**config.mk**
```make
export PLATFORM = sky130hd
export DESIGN_NAME = branch_predictor_flat
export DESIGN_NICKNAME = d
export VERILOG_FILES = /design/src/rtl/branch_predictor_if.sv /design/src/rtl/branch_predictor.sv /design/src/flat_wrapper.sv
export SDC_FILE = /design/constraint.sdc
export NUM_CORES = 2
export LEC_CHECK = 0
export ABC_AREA = 1
export BUFFER_PORTS_ARGS = -buffer_cell sky130_fd_sc_hd__buf_2
export CELL_PAD_IN_SITES_DETAIL_PLACEMENT = 1
export CELL_PAD_IN_SITES_GLOBAL_PLACEMENT = 2
export CORE_AREA = 3 3 599 601
export CTS_CLUSTER_DIAMETER = 100
export DETAILED_ROUTE_END_ITERATION = 10
export DIE_AREA = 0 0 602 604
export GPL_TIMING_DRIVEN = 0
export PLACE_DENSITY_LB_ADDON = 0.1
export SETUP_SLACK_MARGIN = 0.5
export SYNTH_ARGS = -nofsm -noshare
export SYNTH_HDL_FRONTEND = slang
export SYNTH_SLANG_ARGS = --single-unit
export TNS_END_PERCENT = 100
```
**constraint.sdc**
```tcl
create_clock -name clk -period 5.5 [get_ports clk]
set_input_delay 0.825 -clock clk [delete_from_list [all_inputs] [get_ports clk]]
set_output_delay 0.825 -clock clk [all_outputs]
set_load 0.005 [all_outputs]
```
**src/rtl/branch_predictor_if.sv**
```systemverilog
// Fetch/execute-side signal bundle of the branch predictor: IF lookup,
// EX resolution and the registered redirect back to PC-select.
interface branch_predictor_if #(
  parameter int unsigned DATA_WIDTH = 32
);
  logic [DATA_WIDTH-1:0] if_pc;
  logic                  pred_taken;
  logic [DATA_WIDTH-1:0] pred_target;
  logic                  ex_valid;
  logic [DATA_WIDTH-1:0] ex_pc;
  logic                  ex_is_bne;
  logic                  ex_eq;
  logic [DATA_WIDTH-1:0] ex_target;
  logic                  ex_pred_taken;
  logic [DATA_WIDTH-1:0] ex_pred_target;
  logic                  flush;
  logic                  mispredict;
  logic [DATA_WIDTH-1:0] redirect_pc;
  logic [DATA_WIDTH-1:0] mispredict_count;

  modport master (
    output if_pc, ex_valid, ex_pc, ex_is_bne, ex_eq, ex_target,
           ex_pred_taken, ex_pred_target, flush,
    input  pred_taken, pred_target, mispredict, redirect_pc, mispredict_count
  );

  modport slave (
    input  if_pc, ex_valid, ex_pc, ex_is_bne, ex_eq, ex_target,
           ex_pred_taken, ex_pred_target, flush,
    output pred_taken, pred_target, mispredict, redirect_pc, mispredict_count
  );
endinterface

```
**src/rtl/branch_predictor.sv**
```systemverilog
// 2-bit saturating BHT with a direct-mapped BTB; combinational IF lookup,
// EX training, and a one-cycle registered mispredict/redirect pulse.
module branch_predictor #(
  parameter int unsigned DATA_WIDTH = 32,
  parameter int unsigned INDEX_BITS = 6
) (
  input  logic               clk,
  input  logic               rst,
  branch_predictor_if.slave  bus
);

  localparam int unsigned DEPTH = 1 << INDEX_BITS;
  localparam int unsigned TAG_W = DATA_WIDTH - INDEX_BITS - 2;

  logic [1:0]            cnt_q [DEPTH];
  logic [DEPTH-1:0]      valid_q;
  logic [TAG_W-1:0]      tag_q [DEPTH];
  logic [DATA_WIDTH-1:0] tgt_q [DEPTH];

  logic                  mispredict_q, mispredict_d;
  logic [DATA_WIDTH-1:0] redirect_q, redirect_d;
  logic [DATA_WIDTH-1:0] count_q;

  logic [INDEX_BITS-1:0] if_idx, ex_idx;
  logic [TAG_W-1:0]      if_tag, ex_tag;
  logic                  if_hit;
  logic                  upd_c;
  logic                  actual_taken;
  logic [1:0]            cnt_d;
  logic                  unused_pc_bits;

  assign if_idx = bus.if_pc[INDEX_BITS+1:2];
  assign if_tag = bus.if_pc[DATA_WIDTH-1:INDEX_BITS+2];
  assign ex_idx = bus.ex_pc[INDEX_BITS+1:2];
  assign ex_tag = bus.ex_pc[DATA_WIDTH-1:INDEX_BITS+2];
  assign unused_pc_bits = ^bus.if_pc[1:0];

  // Lookup reads only registered state, so a same-cycle update is not visible.
  assign if_hit          = valid_q[if_idx] && (tag_q[if_idx] == if_tag);
  assign bus.pred_taken  = if_hit && cnt_q[if_idx][1];
  assign bus.pred_target = if_hit ? tgt_q[if_idx] : '0;

  assign upd_c        = bus.ex_valid && !bus.flush;
  assign actual_taken = bus.ex_eq ^ bus.ex_is_bne;

  // Saturating counter step and mispredict/redirect decision.
  always_comb begin
    cnt_d        = cnt_q[ex_idx];
    mispredict_d = 1'b0;
    redirect_d   = '0;
    if (actual_taken) begin
      if (cnt_q[ex_idx] != 2'b11) cnt_d = cnt_q[ex_idx] + 2'd1;
    end else begin
      if (cnt_q[ex_idx] != 2'b00) cnt_d = cnt_q[ex_idx] - 2'd1;
    end
    if (upd_c) begin
      if (actual_taken && (!bus.ex_pred_taken || (bus.ex_pred_target != bus.ex_target))) begin
        mispredict_d = 1'b1;
        redirect_d   = bus.ex_target;
      end else if (!actual_taken && bus.ex_pred_taken) begin
        mispredict_d = 1'b1;
        redirect_d   = bus.ex_pc + DATA_WIDTH'(4);
      end
    end
  end

  always_ff @(posedge clk) begin
    if (rst) begin
      cnt_q        <= '{default: 2'b01};
      valid_q      <= '0;
      mispredict_q <= 1'b0;
      redirect_q   <= '0;
      count_q      <= '0;
    end else begin
      if (upd_c) begin
        cnt_q[ex_idx] <= cnt_d;
        if (actual_taken) valid_q[ex_idx] <= 1'b1;
      end
      mispredict_q <= mispredict_d;
      redirect_q   <= redirect_d;
      if (mispredict_d) count_q <= count_q + DATA_WIDTH'(1);
    end
  end

  // Tag/target payload needs no reset; valid_q masks it.
  always_ff @(posedge clk) begin
    if (!rst && upd_c && actual_taken) begin
      tag_q[ex_idx] <= ex_tag;
      tgt_q[ex_idx] <= bus.ex_target;
    end
  end

  assign bus.mispredict       = mispredict_q;
  assign bus.redirect_pc      = redirect_q;
  assign bus.mispredict_count = count_q;

endmodule

```
**src/flat_wrapper.sv**
```systemverilog
// flat-port wrapper written by rule: the top's interface ports become plain ports
module branch_predictor_flat 
#(
  parameter int unsigned DATA_WIDTH = 32,
  parameter int unsigned INDEX_BITS = 6
)
  (clk, rst, bus_if_pc, bus_ex_valid, bus_ex_pc, bus_ex_is_bne, bus_ex_eq, bus_ex_target, bus_ex_pred_taken, bus_ex_pred_target, bus_flush, bus_pred_taken, bus_pred_target, bus_mispredict, bus_redirect_pc, bus_mispredict_count);
  branch_predictor_if #(.DATA_WIDTH(DATA_WIDTH)) bus_i ();
  input  logic clk;
  input  logic rst;
  input wire logic [$bits(bus_i.if_pc)-1:0] bus_if_pc;
  input wire logic [$bits(bus_i.ex_valid)-1:0] bus_ex_valid;
  input wire logic [$bits(bus_i.ex_pc)-1:0] bus_ex_pc;
  input wire logic [$bits(bus_i.ex_is_bne)-1:0] bus_ex_is_bne;
  input wire logic [$bits(bus_i.ex_eq)-1:0] bus_ex_eq;
  input wire logic [$bits(bus_i.ex_target)-1:0] bus_ex_target;
  input wire logic [$bits(bus_i.ex_pred_taken)-1:0] bus_ex_pred_taken;
  input wire logic [$bits(bus_i.ex_pred_target)-1:0] bus_ex_pred_target;
  input wire logic [$bits(bus_i.flush)-1:0] bus_flush;
  output wire logic [$bits(bus_i.pred_taken)-1:0] bus_pred_taken;
  output wire logic [$bits(bus_i.pred_target)-1:0] bus_pred_target;
  output wire logic [$bits(bus_i.mispredict)-1:0] bus_mispredict;
  output wire logic [$bits(bus_i.redirect_pc)-1:0] bus_redirect_pc;
  output wire logic [$bits(bus_i.mispredict_count)-1:0] bus_mispredict_count;
  assign bus_i.if_pc = bus_if_pc;
  assign bus_i.ex_valid = bus_ex_valid;
  assign bus_i.ex_pc = bus_ex_pc;
  assign bus_i.ex_is_bne = bus_ex_is_bne;
  assign bus_i.ex_eq = bus_ex_eq;
  assign bus_i.ex_target = bus_ex_target;
  assign bus_i.ex_pred_taken = bus_ex_pred_taken;
  assign bus_i.ex_pred_target = bus_ex_pred_target;
  assign bus_i.flush = bus_flush;
  assign bus_pred_taken = bus_i.pred_taken;
  assign bus_pred_target = bus_i.pred_target;
  assign bus_mispredict = bus_i.mispredict;
  assign bus_redirect_pc = bus_i.redirect_pc;
  assign bus_mispredict_count = bus_i.mispredict_count;
  branch_predictor #(.DATA_WIDTH(DATA_WIDTH), .INDEX_BITS(INDEX_BITS)) u_core (.clk(clk), .rst(rst), .bus(bus_i));
endmodule
```
Word-level counts from Yosys, hierarchy flattened
Memories as Yosys holds them, arrays and structs flattened.
Index checks and enable logic that the tools add are counted.
- bits in writable memories: 3584
- logic and storage cells: 129
- memories: 2
- input port bits: 135
- output and inout port bits: 98
- register bits: 257
- memories (memory ; depth ; width ; read ports ; clocked after Yosys merged registers in ; wr ports ; RTL line ; text):
    u_core.tgt_q ; 64 ; 32 ; 1 ; 0 ; 1 ; branch_predictor.sv:18 ; logic [DATA_WIDTH-1:0] tgt_q [DEPTH];
    u_core.tag_q ; 64 ; 24 ; 1 ; 0 ; 1 ; branch_predictor.sv:17 ; logic [TAG_W-1:0] tag_q [DEPTH];
- add/sub/neg operators: 4
- equal/unequal tests: 3
- order comparisons: 6
- bitwise gates (word level): 5
- reduce and logical (&&, ||, !) cells: 17
- muxes and demuxes: 24
- operators by type and width (kind ; count):
    $bwmux 128 ; 1
    $mux 32 ; 3
    $or 64x64->64 ; 1
    $add 32x1->32 const B ; 1
    $add 32x3->32 const B ; 1
    $ne 32x32->1 ; 1
    $bmux 2 s6 ; 2
    $eq 24x24->1 ; 1
    $mux 2 ; 8
    $ge 7x7->1 const B ; 2
    $lt 6x7->1 const B ; 2
    $not 6->7 ; 2
    $demux 2 s6 ; 1
    $logic_and 1x1->1 ; 9
    $lt 7x1->1 const B ; 1
    $mux 1 ; 7
    $bmux 1 s6 ; 1
    $demux 1 s6 ; 1
    $ge 6x1->1 const B ; 1
    $logic_not 1->1 ; 4
    $add 2x1->2 const B ; 1
    $ne 2x2->1 const B ; 1
    $reduce_and 2->1 ; 1
    $reduce_bool 2->1 ; 1
    other kinds (5) ; 5

Logic depth before layout (Yosys ltp)
- word-level depth: 8
- depth in mapped cells: 20
- mapped depth without buffers: 17

Worst setup path before layout
Ideal clock, no wire load.
- path type: in2reg
- start point: input port bus_ex_pc[2]
- end point: memory u_core.tag_q[15][0] in the netlist's numbering, enable pin
- library setup time: 0.470 ns
- buffers on the path: 2
- stages on the path: 8
- setup slack: 0.672 ns
- data required time: 5.030 ns
- arrival time: 4.358 ns
- cells stage by stage: buf_2 -> inv_2 -> nor2_4 -> clkbuf_1 -> inv_1 -> nor2_1 -> inv_1 -> nor2_1
- RTL lines (item ; RTL line ; text):
    start: declaration ; flat_wrapper.sv:13 ; input wire logic [$bits(bus_i.ex_pc)-1:0] bus_ex_pc;
    end: declaration ; branch_predictor.sv:17 ;
No word-level cell before the write port.

Final worst setup path
- start point: input port bus_if_pc[2]
- end point: output port bus_pred_target[14]
- cells in the longest elaborated chain, start to end: 4
- elaborated cells between the ends (all ways): 7
- classes of those cells: eq/ne (1); mux (3); reduce/logical (1); memory (2)
- ends and longest elaborated chain (item ; RTL line ; text):
    start: declaration ; flat_wrapper.sv:11 ; input wire logic [$bits(bus_i.if_pc)-1:0] bus_if_pc;
    $mem_v2 64x24 or $bmux 1 s6 (tied branches) ; - ;
    $eq 24x24->1 or $mux 1 (tied branches) ; branch_predictor.sv:39 ; assign if_hit = valid_q[if_idx] && (tag_q[if_idx] == if_tag);
    $logic_and 1x1->1 ; branch_predictor.sv:39 ;
    $mux 32 * ; branch_predictor.sv:41 ; assign bus.pred_target = if_hit ? tgt_q[if_idx] : '0;
    end: declaration ; flat_wrapper.sv:21 ; output wire logic [$bits(bus_i.pred_target)-1:0] bus_pred_target;
Every way passes the cells marked *; elsewhere a longest branch is shown, timed or not. The select of a mux whose other input is x is not followed.

==> impl_metrics.csv <==
group,metric,value,unit
status,status,"finished with violations",
status,failed_checks,"max-slew violations",
setup_path,crit_family,"simple AND/OR/NAND/NOR gates",
placement,place_ws,-2.08,ns
timing,worst_pin_slew,1.51,ns
clock_network,cts_sinks,3841,
route,postRouteWirelength,803000,µm
timing,hold_viol_final,0,
finish,nFillCells,35600,
worst_hold_path,min_path_type,"input port to register",
synth,ys_types,53,
floorplan,num_rows,218,
timing,finalCriticalPeriod,5.21,ns
global_route,grt_pass1_vias,121000,
synth,syn_area_per_cell,12.0,µm²
route,wl_per_cell,42.0,µm
floorplan,die_w,602,µm
synth,synth_edf_count,3584,
floorplan,initial_core_util,44.0,%
floorplan,die_height,604,µm
setup_path,crit_chain,"buf_12 -> clkbuf_16 -> buf_6 -> buf_4 -> nand2_1 -> nand3_1 -> nand3_2 -> nand3_1 -> nand3_1 -> nand3_2 -> nand3b_1 -> nand2_1 -> nor2_1 -> nand2_1 -> nor2_4 -> nand2_8 -> buf_12 -> nor3_4 -> buf_2",
synth,synth.most_common_cell,"edfxtp_1",
route,vias,125000,
placement,port-buffer-count,225,
clock_network,cts_tree,"done",
floorplan,io_pins,233,
synth,synth_top_area_share,69.3,%
global_route,grt-ovfl-total,0,
timing,setup_viol,0,
setup_path,crit_buf_inv,6,
power_and_ir_drop,clockPowerShare,43.3,%
power_and_ir_drop,powerDensity,351,nW/µm²
synth,synthTopCellsByCount,"edfxtp_1, nand2_1, nand3_1",
power_and_ir_drop,combPwrFrac,8.6,%
route,drtIter0Drc,20200,
synth,postSynthCellCount,13000,
timing,setup_slack,0.287,ns
synth,syn-num-nets,13100,
setup_path,worstPathMaxFanout,10,
setup_path,worstSetupPathType,"input port to output port",
finish,fin_nets,14100,
setup_path,reg2reg_slack,2.90,ns
route,ant_nets,0,
route,drc,0,
timing,fin_worst_skew,0.0258,ns
clock_network,clock_latency,1.00,ns
route,drtPass1Iterations,6,
finish,drive_gt1_share,16.8,%
synth,synth_top_area_cell,"edfxtp_1",
power_and_ir_drop,swShare,25.1,%
timing,slew_violations,32,
power_and_ir_drop,intPower,0.0497,W
power_and_ir_drop,vdd_drop_max,0.000280,V
clock_network,htree_levels,5,
setup_path,cp-start-kind,"input port",
timing,finalCritPeriodShare,94.8,%
setup_path,cp.required,4.68,ns
global_route,grt_max_degree,71,
global_route,grtUsageTotal,42.9,%
placement,placed_cell_area,170000,µm²
flow_run,drv_cap,0,
timing,max_slew_margin,-0.476,%
timing,finalSetupTns,0,ns
power_and_ir_drop,p_leak,65.3,nW
global_route,antenna_found_initial,71,
timing,clock.fmax,0.192,GHz
finish,syn2layout_area_growth,21.6,%
synth,seq_area_frac_synth,72.6,%
clock_network,cts-root-buf,"clkbuf_16",
synth,ys_ff_latch,3841,
clock_network,cts.path.max_buffers,4,
setup_path,slowest_delay,0.42,ns
power_and_ir_drop,totalPowerFinal,0.0664,W
synth,async_flop_share,0,%
route,vias_per_cell,6.52,
power_and_ir_drop,seqPwrFrac,48.2,%
floorplan,die_area,364000,µm²
setup_path,slowest_stage,"nor3_4",
global_route,grt_pass1_wl,1060000,µm
floorplan,coreArea,353000,µm²
clock_network,cts_buffers,416,
power_and_ir_drop,p_switching,0.0167,W
clock_network,clkTransAtPathRegs,0.06,ns
synth,synth_flop_cell,"edfxtp_1",
placement,gp_congestion,0.958,
synth,synthTopCellsByArea,"edfxtp_1, nand2_1, nand3_1",
timing,rsz0062_at_grt,"yes",
finish,final_area,189000,µm²
placement,post-dp-hpwl,562000,µm
setup_path,cp-end-kind,"output port",
synth,synthesis.area,155000,µm²
setup_path,critical_path_arrival,4.39,ns
synth,synth_warnings,0,
## routing by layer
metal	vias to the layer above	part of all wire (%)	global-route usage [%]
met3	2565	11	9.47
met2	9091	44	65.2
met4	22	10	36.0
li1	49200	-	-
met1	63800	35	52.3
met5	-	0.018	0
## stage by stage
stage	instances	util [%]	hold WS [ns]
global placement	17900	46.0	0.443
CTS	19000	53.1	0.0388
floorplan	13000	-	0.428
finish	19100	53.5	0.0785
detailed placement	18300	48.2	0.456
global route	19100	53.5	0.0702
## placed cells by master (no fill, tap or decap), types with 47 or more instances in the layout
cell type and count:
clkinv_2 105, clkbuf_2 141, a31oi_1 59, nand3_2 73, clkbuf_16 432, o221ai_1 184, buf_2 349, nand3_1 1958
nand2_1 3195, inv_1 169, dfxtp_1 257, buf_6 127, edfxtp_1 3584, buf_4 284, clkinv_1 88, bufinv_16 47
a21oi_1 488, clkbuf_4 74, buf_12 246, nor2_4 72, nor2_1 698, buf_16 103, clkbuf_1 181, o21ai_0 718
o221ai_2 55
## final timing paths
check | endpoint | depth (start not counted) | start
worst max-delay path | bus_pred_target[14] | 19 | bus_if_pc[2]
worst min-delay path | u_core.tag_q[13][0] | 1 | bus_ex_pc[8]
worst max register to register | u_core.bus.mispredict_count[30] | 11 | u_core.bus.mispredict_count[0]
worst min register to register | u_core.valid_q[7] | 2 | u_core.valid_q[7]
## flip-flops by register name (all words and copies together), names as in the netlist
| name | cells |
|---|---|
| u_core.tag_q | 1536 |
| u_core.bus.mispredict_count | 32 |
| u_core.bus.mispredict | 1 |
| u_core.tgt_q | 2048 |
| u_core.valid_q | 64 |
| u_core.bus.redirect_pc | 32 |
| u_core.cnt_q | 128 |
## final cells by class
class                   instances  area [µm²]  share of cell area, %
plain buffers                 890        6550                   3.47
repair buffers                598        8950                   4.74
multi-input cells            8059       40400                   21.4
clock inverters               268        2580                   1.37
diodes                         45         113                 0.0596
inverters                     183         704                  0.373
flip-flops and latches       3841      113000                   59.7
clock buffers                 507       11000                   5.83
well taps                    4730        5920                   3.13
## power by group through the flow
| stage | clock [W] | combinational [W] | sequential [W] |
|---|---|---|---|
| 2_1_floorplan | 0 | 0.00202 | 0.0326 |
| 3_3_place_gp | 0 | 0.00473 | 0.0326 |
| 3_5_place_dp | 0 | 0.00500 | 0.0326 |
| 4_1_cts | 0.0287 | 0.00535 | 0.0320 |
| 5_1_grt | 0.0298 | 0.00574 | 0.0320 |
| 6_report | 0.0287 | 0.00569 | 0.0320 |
## what timing repair did
action / CTS / global route
gates cloned: 2 / 6
buffers inserted: 9 / 24
hold buffers: 0 / 0
pin swaps: 51 / 44
setup endpoints to repair: 33 / 33
gates resized for setup: 1056 / 276
hold endpoints to repair: 0 / 0
## kinds of logic after synthesis
logic type                 count (synthesis)  synth area share [%]
adders and majority gates                  2                0.0161
xor gates and xnor gates                  47                 0.265
AOI/OAI and AO/OA                       1858                  7.13
DFF                                     3841                  72.6
and+or+nand+nor                         6152                  16.8
buffers and inverters                   1074                  3.27
Note: power is estimated with default switching activity, not from simulation.
